$ cat src/rtl/rv_inst_encoder.sv
// -----------------------------------------------------------------------------
// rv_inst_encoder
//
// Turns RV32I instruction requests (operation class, register numbers and a
// signed immediate) into 32-bit machine words and writes them to instruction
// memory at an auto-incrementing word address. Covers ADD, ADDI, LW, SW, BEQ,
// BNE, BLT and NOP. Requests whose immediate cannot be encoded are consumed
// but not written, and are flagged on err / err_cnt.
//
// Ports
//   clk        rising-edge clock
//   reset      asynchronous, active-high reset
//   in_valid   request valid
//   in_ready   request accepted when in_valid && in_ready
//   in_start   one-cycle pulse: reload address to BASE_ADDR, clear wrapped
//   in_op      0 ADD, 1 ADDI, 2 LW, 3 SW, 4 BEQ, 5 BNE, 6 BLT, 7 NOP
//   in_rd      destination register
//   in_rs1     source register 1
//   in_rs2     source register 2
//   in_imm     signed immediate (byte offset for branches)
//   mem_we     write valid
//   mem_ready  memory accepts the write when mem_we && mem_ready
//   mem_addr   word address of the write
//   mem_wdata  encoded instruction
//   err        one-cycle pulse: last accepted request was illegal
//   err_cnt    saturating count of illegal requests
//   wrapped    sticky: address wrapped past all-ones
// -----------------------------------------------------------------------------
module rv_inst_encoder #(
  parameter int          ADDR_W    = 8,
  parameter int unsigned BASE_ADDR = 32'd0
) (
  input  logic              clk,
  input  logic              reset,
  input  logic              in_valid,
  output logic              in_ready,
  input  logic              in_start,
  input  logic [2:0]        in_op,
  input  logic [4:0]        in_rd,
  input  logic [4:0]        in_rs1,
  input  logic [4:0]        in_rs2,
  input  logic [31:0]       in_imm,
  output logic              mem_we,
  input  logic              mem_ready,
  output logic [ADDR_W-1:0] mem_addr,
  output logic [31:0]       mem_wdata,
  output logic              err,
  output logic [7:0]        err_cnt,
  output logic              wrapped
);

  localparam logic [ADDR_W-1:0] BASE_W   = BASE_ADDR[ADDR_W-1:0];
  localparam logic [ADDR_W-1:0] ADDR_MAX = {ADDR_W{1'b1}};

  localparam logic [6:0] OPC_OP     = 7'b0110011;
  localparam logic [6:0] OPC_OP_IMM = 7'b0010011;
  localparam logic [6:0] OPC_LOAD   = 7'b0000011;
  localparam logic [6:0] OPC_STORE  = 7'b0100011;
  localparam logic [6:0] OPC_BRANCH = 7'b1100011;
  localparam logic [31:0] NOP_WORD  = 32'h0000_0013;

  localparam logic [2:0] OP_ADD  = 3'd0;
  localparam logic [2:0] OP_ADDI = 3'd1;
  localparam logic [2:0] OP_LW   = 3'd2;
  localparam logic [2:0] OP_SW   = 3'd3;
  localparam logic [2:0] OP_BEQ  = 3'd4;
  localparam logic [2:0] OP_BNE  = 3'd5;
  localparam logic [2:0] OP_BLT  = 3'd6;
  localparam logic [2:0] OP_NOP  = 3'd7;

  // The output stage is either empty or holding one word for memory.
  typedef enum logic {ST_EMPTY = 1'b0, ST_FULL = 1'b1} state_t;

  // 12-bit signed immediate range used by I- and S-type.
  function automatic logic imm_fits_12(input logic [31:0] imm);
    return ($signed(imm) >= -32'sd2048) && ($signed(imm) <= 32'sd2047);
  endfunction

  // Branch offsets are 13-bit signed and must be even (bit 0 is not encoded).
  function automatic logic imm_fits_branch(input logic [31:0] imm);
    return ($signed(imm) >= -32'sd4096) && ($signed(imm) <= 32'sd4094) &&
           (imm[0] == 1'b0);
  endfunction

  function automatic logic req_legal(input logic [2:0] op, input logic [31:0] imm);
    logic ok;
    case (op)
      OP_ADD, OP_NOP:         ok = 1'b1;
      OP_ADDI, OP_LW, OP_SW:  ok = imm_fits_12(imm);
      OP_BEQ, OP_BNE, OP_BLT: ok = imm_fits_branch(imm);
      default:                ok = 1'b0;
    endcase
    return ok;
  endfunction

  function automatic logic [31:0] encode(
    input logic [2:0]  op,
    input logic [4:0]  rd,
    input logic [4:0]  rs1,
    input logic [4:0]  rs2,
    input logic [31:0] imm
  );
    logic [31:0] w;
    case (op)
      OP_ADD:  w = {7'b0000000, rs2, rs1, 3'b000, rd, OPC_OP};
      OP_ADDI: w = {imm[11:0], rs1, 3'b000, rd, OPC_OP_IMM};
      OP_LW:   w = {imm[11:0], rs1, 3'b010, rd, OPC_LOAD};
      OP_SW:   w = {imm[11:5], rs2, rs1, 3'b010, imm[4:0], OPC_STORE};
      OP_BEQ:  w = {imm[12], imm[10:5], rs2, rs1, 3'b000, imm[4:1], imm[11], OPC_BRANCH};
      OP_BNE:  w = {imm[12], imm[10:5], rs2, rs1, 3'b001, imm[4:1], imm[11], OPC_BRANCH};
      OP_BLT:  w = {imm[12], imm[10:5], rs2, rs1, 3'b100, imm[4:1], imm[11], OPC_BRANCH};
      default: w = NOP_WORD;
    endcase
    return w;
  endfunction

  state_t            state_q, state_d;
  logic [ADDR_W-1:0] mem_addr_q, mem_addr_d;
  logic [31:0]       mem_wdata_q, mem_wdata_d;
  logic              err_q, err_d;
  logic [7:0]        err_cnt_q, err_cnt_d;
  logic              wrapped_q, wrapped_d;

  logic accept_s;
  logic drain_s;
  logic legal_s;

  // A held word that drains this cycle frees the stage for a new request.
  assign in_ready = (state_q == ST_EMPTY) || mem_ready;
  assign accept_s = in_valid && in_ready;
  assign drain_s  = (state_q == ST_FULL) && mem_ready;
  assign legal_s  = req_legal(in_op, in_imm);

  // Next-state computation for the output stage, address and error status.
  always_comb begin
    state_d     = state_q;
    mem_addr_d  = mem_addr_q;
    mem_wdata_d = mem_wdata_q;
    err_d       = 1'b0;
    err_cnt_d   = err_cnt_q;
    wrapped_d   = wrapped_q;

    // mem_addr always names the slot of the held (or next) word, so it only
    // moves once a write completes; a restart is ignored while a word is held.
    if (drain_s) begin
      if (mem_addr_q == ADDR_MAX) begin
        mem_addr_d = {ADDR_W{1'b0}};
        wrapped_d  = 1'b1;
      end else begin
        mem_addr_d = mem_addr_q + ADDR_W'(1'b1);
      end
    end else if (in_start && (state_q == ST_EMPTY)) begin
      mem_addr_d = BASE_W;
      wrapped_d  = 1'b0;
    end else begin
      mem_addr_d = mem_addr_q;
    end

    if (accept_s) begin
      if (legal_s) begin
        state_d     = ST_FULL;
        mem_wdata_d = encode(in_op, in_rd, in_rs1, in_rs2, in_imm);
      end else begin
        // Illegal requests are consumed but never reach memory.
        state_d = ST_EMPTY;
        err_d   = 1'b1;
        if (err_cnt_q != 8'hFF) begin
          err_cnt_d = err_cnt_q + 8'd1;
        end else begin
          err_cnt_d = err_cnt_q;
        end
      end
    end else if (drain_s) begin
      state_d = ST_EMPTY;
    end else begin
      state_d = state_q;
    end
  end

  // State registers with asynchronous reset; a pending word is dropped.
  always_ff @(posedge clk or posedge reset) begin
    if (reset) begin
      state_q     <= ST_EMPTY;
      mem_addr_q  <= BASE_W;
      mem_wdata_q <= 32'h0000_0000;
      err_q       <= 1'b0;
      err_cnt_q   <= 8'd0;
      wrapped_q   <= 1'b0;
    end else begin
      state_q     <= state_d;
      mem_addr_q  <= mem_addr_d;
      mem_wdata_q <= mem_wdata_d;
      err_q       <= err_d;
      err_cnt_q   <= err_cnt_d;
      wrapped_q   <= wrapped_d;
    end
  end

  assign mem_we    = (state_q == ST_FULL);
  assign mem_addr  = mem_addr_q;
  assign mem_wdata = mem_wdata_q;
  assign err       = err_q;
  assign err_cnt   = err_cnt_q;
  assign wrapped   = wrapped_q;

endmodule
$ cat config.mk
export PLATFORM = sky130hd
export DESIGN_NAME = rv_inst_encoder
export DESIGN_NICKNAME = d
export VERILOG_FILES = /design/src/rtl/rv_inst_encoder.sv
export SDC_FILE = /design/constraint.sdc
export NUM_CORES = 1
export LEC_CHECK = 0
export ABC_AREA = 1
export BUFFER_PORTS_ARGS = -buffer_cell sky130_fd_sc_hd__buf_4
export CAP_MARGIN = 20
export CORE_UTILIZATION = 43
export CTS_CLUSTER_DIAMETER = 50
export DETAILED_ROUTE_END_ITERATION = 8
export PLACE_DENSITY = 0.8
export SYNTH_ARGS = -nofsm -noshare
export SYNTH_HDL_FRONTEND = slang
export SYNTH_SLANG_ARGS = --single-unit
$ cat constraint.sdc
create_clock -name clk -period 1.55 [get_ports clk]
set_clock_uncertainty 0.15 [all_clocks]
set_input_delay 0.155 -clock clk [delete_from_list [all_inputs] [get_ports clk]]
set_output_delay 0.155 -clock clk [all_outputs]
set_load 0.01 [all_outputs]
### After elaboration in Yosys (flattened, before gate mapping)

Index checks and enable logic that the tools add are counted.

| cells by class | value |
|---|---|
| add/subtract/negate cells | 2 |
| order comparisons | 4 |
| equality and inequality tests | 10 |
| muxes and demuxes | 13 |
| bitwise operators | 3 |
| reductions and logical operators | 16 |

Operators by type and width:

| cell | count |
|---|---|
| one-hot mux 32 bit (7 select lines) | 1 |
| greater-or-equal comparator 32 x 12 -> 1 bit, second input constant | 1 |
| greater-or-equal comparator 32 x 13 -> 1 bit, second input constant | 1 |
| less-or-equal comparator 32 x 12 -> 1 bit, second input constant | 1 |
| less-or-equal comparator 32 x 13 -> 1 bit, second input constant | 1 |
| two-way mux 8 bit | 3 |
| adder 8 x 1 -> 8 bit, second input constant | 2 |
| equality test 3 bit, second input constant | 4 |
| equality test 8 bit, second input constant | 1 |
| two-way mux 1 bit | 8 |
| != test 8 bit, second input constant | 1 |
| equality test 3 x 2 -> 1 bit, second input constant | 2 |
| logical AND 1 bit | 6 |
| OR reduction 3 bit | 2 |
| AND reduction 2 bit | 2 |
| nonzero test 2 bit | 2 |
| equality test 3 x 1 -> 1 bit, second input constant | 1 |
| logical NOT 3 bit | 1 |
| NOT 1 bit | 3 |
| one-hot mux 1 bit (3 select lines) | 1 |
| AND reduction 3 bit | 1 |
| != test 2 x 1 -> 1 bit, second input constant | 1 |
| OR reduction 2 bit | 1 |
| logical OR 1 bit | 1 |

| storage, ports and cells | value |
|---|---|
| register bits | 51 |
| output and inout port bits | 52 |
| word-level logic and storage cells | 54 |

### Longest topological paths before layout

| depth | value |
|---|---|
| depth after elaboration | 6 |
| depth in mapped cells | 14 |

### Worst setup path after synthesis

Ideal clock, no wire load.

| path | value |
|---|---|
| kind | register to register |
| start point | register err_cnt_q[0] (netlist: err_cnt[0]) |
| end point | register err_cnt_q[2] (netlist: err_cnt[2]) |
| setup time | 0.120 ns |
| data arrival time | 1.455 ns |
| data required time | 1.280 ns |
| path slack | -0.175 ns |
| stages on the path, launching flop included | 7 |
| cell sequence | dfrtp_1 -> ha_1 -> nand4_1 -> nand3b_1 -> nand4_1 -> nand2_1 -> nand2_1 |

| between the ends | value |
|---|---|
| word-level cells in the longest chain between the ends | 2 |
| elaborated cells on any way between the ends | 3 |

RTL lines:

| what | line | text |
|---|---|---|
| from (decl) | 121 | `logic [7:0] err_cnt_q, err_cnt_d;` |
| from (signal assigned) | 194 | `err_cnt_q <= err_cnt_d;` |
| branches (longest 2 deep; another with adder 8 x 1 -> 8 bit) | -- |  |

Parallel ways; which one is timed is not known.
A chain may end at the register's enable or synchronous reset.

### Worst setup path after layout

| path | value |
|---|---|
| start point | register mem_addr_q[0] (netlist: mem_addr[0]) |
| end point | register mem_addr_q[5] (netlist: mem_addr[5]) |

| between the ends | value |
|---|---|
| word-level cells in the longest chain between the ends | 3 |
| elaborated cells on any way between the ends | 4 |

RTL lines:

| what | line | text |
|---|---|---|
| from (decl) | 118 | `logic [ADDR_W-1:0] mem_addr_q, mem_addr_d;` |
| from (signal assigned) | 191 | `mem_addr_q <= mem_addr_d;` |
| adder 8 x 1 -> 8 bit / equality test 8 bit (equally long branches) | 150, 146 |  |
| two-way mux 8 bit * | 146 | `if (mem_addr_q == ADDR_MAX) begin` |
| two-way mux 8 bit * | 145 | `if (drain_s) begin` |

Mark *: on every way between the ends. The rest lies on a longest branch, timed or not.

==> summary.txt <==
Min path
  – Worst min path class: in -> reg
  – Worst hold stages: 4
  – Min-delay src: in_op[0]

Worst setup path
  – CP startpoint: mem_addr[0]$_DFFE_PP0P_
  – Critical path class: reg -> reg
  – CP Max Fanout: 3
  – CP endpoint kind: flip-flop
  – Startpoint types: flip-flop
  – CP required: 1.57 ns
  – Critical R2R Launch: mem_addr[0]$_DFFE_PP0P_
  – Reg2reg path depth: 8
  – Arr. time, crit path: 1.63 ns

Die
  – Horiz. Die Dim: 81.3 um
  – Core area: 5990 um2
  – I/O pins: 107
  – Starting Density: 0.452
  – Die ar.: 6610 um2
  – Die Y: 81.3 um
  – Row cnt: 28

Routing
  – Drt total wl: 8.38 mm
  – Pre-Repair DR Iteration Count: 5
  – Routed Antenna Nets: 0
  – WL/cell: 14.2 um
  – Routed vias/inst: 5.08
  – Iter 0 DRT Violations: 149
  – Residual DRC: 0
  – Via count: 3007

Outcome
  – Status: complete, but fails checks
  – Failing checks: setup timing

Placement
  – DP Wirelength: 5.85 mm
  – Port Buffers: 104
  – Cell count after placement: 567
  – RD Place Congestion: 0.869
  – Place WS: -0.159 ns

Layout
  – Area Growth Syn to Fin: 53.2%
  – Layout Utilization: 0.692
  – Commonest non-fill, non-tap cell in the layout: buf_4
  – Final nets: 575
  – Antenna cells: 0
  – Final Non-Filler Cells: 592
  – Most frequent cells in the layout: buf_4, nand2_1, dfrtp_1
  – Share of layout cells above drive strength 1: 0.360

STA
  – Setup violations, final: 2
  – Slew Limit Fails: 0
  – Unrepaired setup endpoints after global routing: yes
  – Final setup margin: -0.0676 ns
  – Hold_ws: 0.0336 ns
  – Fin crit share: 1.04
  – Fmax achieved: 618 MHz
  – Tmin final: 1.62 ns
  – Final hold vios: 0

Global routing
  – Global Route Usage Sum: 0.248
  – Initial antenna violation count: 0
  – Largest net degree at the start of global routing: 49
  – Overflow after GRT: 0
  – Global-route wire length before repair: 12.5 mm
  – Vias in the first global route: 2766

Clock network
  – H-tree levels: 2
  – Clock Tree Buf Depth: 2
  – Num CTS Buffers: 5
  – Worst-Skew Late Latency: 0.29 ns
  – Root Buffer: clkbuf_8
  – Clock sinks: 48
  – CTS tree: done
  – Clk slew on worst S/H paths: 0.09 ns

Logic synthesis
  – Register area share after synthesis: 0.444
  – Post-Syn Area: 2710 um2
  – Synth area leaders: dfrtp_1, nand2_1, nor2_1, nand3_1, inv_1
  – Synth area leader: dfrtp_1
  – Synthesized instance count: 369
  – Syn avg cell area: 7.33 um2
  – FFs w/ async S/R, synth: 1.00
  – Netlist cell types: 30
  – Synth Warn #: 0
  – EDFF count, synth: 0
  – Post-synth top flop: dfrtp_1
  – Synthesized flop and latch total: 48
  – Post-synth top area share: 0.444

Pwr
  – Peak supply drop: 568 uV
  – Pwr/cell area: 968 nW/um2
  – Leak Pwr: 2.24 nW
  – Switching Fraction: 0.325
  – Comb power frac: 0.376
  – Cell-internal power: 2.71 mW
  – Reg power frac: 0.410
  – Clk pwr share: 0.214
  – Switching power: 1.30 mW

Job
  – Max-cap violations: 0
## routing by layer
metal / up-vias / track usage / share of wire
met5: - / 0 / 0
met4: 0 / 0.0786 / 0.017
met3: 16 / 0.0663 / 0.074
met2: 116 / 0.424 / 0.51
met1: 1397 / 0.301 / 0.40
li1: 1478 / - / -
## path summary, 6_finish.rpt
| kind | to | slack, ns |
|---|---|---|
| worst max-delay path | mem_addr[5]$_DFFE_PP0P_ | -0.07 |
| worst max register to register | mem_addr[5]$_DFFE_PP0P_ | -0.07 |
| worst min register to register | mem_wdata[26]$_DFFE_PP0P_ | 0.33 |
| max in group asynchronous | mem_addr[2]$_DFFE_PP0P_ | 0.71 |
| min in group asynchronous | mem_wdata[30]$_DFFE_PP0P_ | 0.31 |
| worst min-delay path | mem_wdata[14]$_DFFE_PP0P_ | 0.03 |
## worst max-delay path, stage by stage (launching register included)
cell	delay (ns)
dfrtp_1	0.37
buf_4	0.13
inv_2	0.06
nor3_4	0.19
nand4_1	0.17
buf_4	0.18
buf_4	0.12
nand2_1	0.06
a22oi_1	0.06
## kinds of logic (layout without fill, tap and decap cells)
family          Yosys count  after routing  synth area share
fa+ha+maj                 2              2           0.00925
xor+xnor                 10             10            0.0324
other cells               1              2           0.00139
flops                    48             48             0.444
simple gates            235            235             0.380
buf+inv                  47            194            0.0772
compound gates           26             26            0.0555
## flip-flops by register name, indices dropped and copies added, names as in the netlist
name,cells
err,1
err_cnt,8
mem_addr,8
mem_wdata,29
mem_we,1
wrapped,1
## final cells by class
| type | count | area, um2 |
|---|---|---|
| inverter | 34 | 128 |
| clock buffer | 5 | 68.8 |
| sequential | 48 | 1200 |
| clock inverter | 1 | 30.0 |
| tap | 75 | 93.8 |
| fill | 482 | 1850 |
| timing repair buffer | 154 | 1220 |
| multi-input combinational | 275 | 1400 |
## power groups by stage
| stage | Clock, mW | Combinational (mW) | Sequential (mW) |
|---|---|---|---|
| floorplan | 0 | 0.489 | 1.75 |
| global placement | 0 | 1.29 | 1.64 |
| detailed placement | 0 | 1.33 | 1.65 |
| CTS | 0.874 | 1.39 | 1.63 |
| global route | 0.911 | 1.66 | 1.67 |
| finish | 0.859 | 1.51 | 1.64 |
## timing repair
item	4_1_cts	5_1_grt
gates cloned	0	1
hold endpoints to repair	52	1
resized for setup	8	31
hold buffers	5	1
pin swaps	11	13
endpoints found under the setup margin	13	43
buffers inserted	5	7
## cells in the mapped netlist (2+ instances only)
library cell and number:
nand2_1 132, buf_4 3, buf_6 2, nand4_1 15
nor2_1 38, buf_2 5, xor2_1 6, inv_2 5
dfrtp_1 48, o21ai_0 17, inv_1 29, nand3_1 27
nand3b_1 13, ha_1 2, clkbuf_1 3, o22ai_1 4
nand2_2 2, nor3_1 3, xnor2_1 4
## stage by stage
stage,TNS [ns],instance area [um2],power [mW]
2_1_floorplan,-0.912,2750,2.24
3_3_place_gp,-3.26,3760,2.93
3_5_place_dp,-5.18,3760,2.98
4_1_cts,-0.0892,3990,3.90
5_1_grt,-0.838,4140,4.24
6_report,-0.101,4140,4.01
Note: power is estimated with default switching activity, not from simulation.
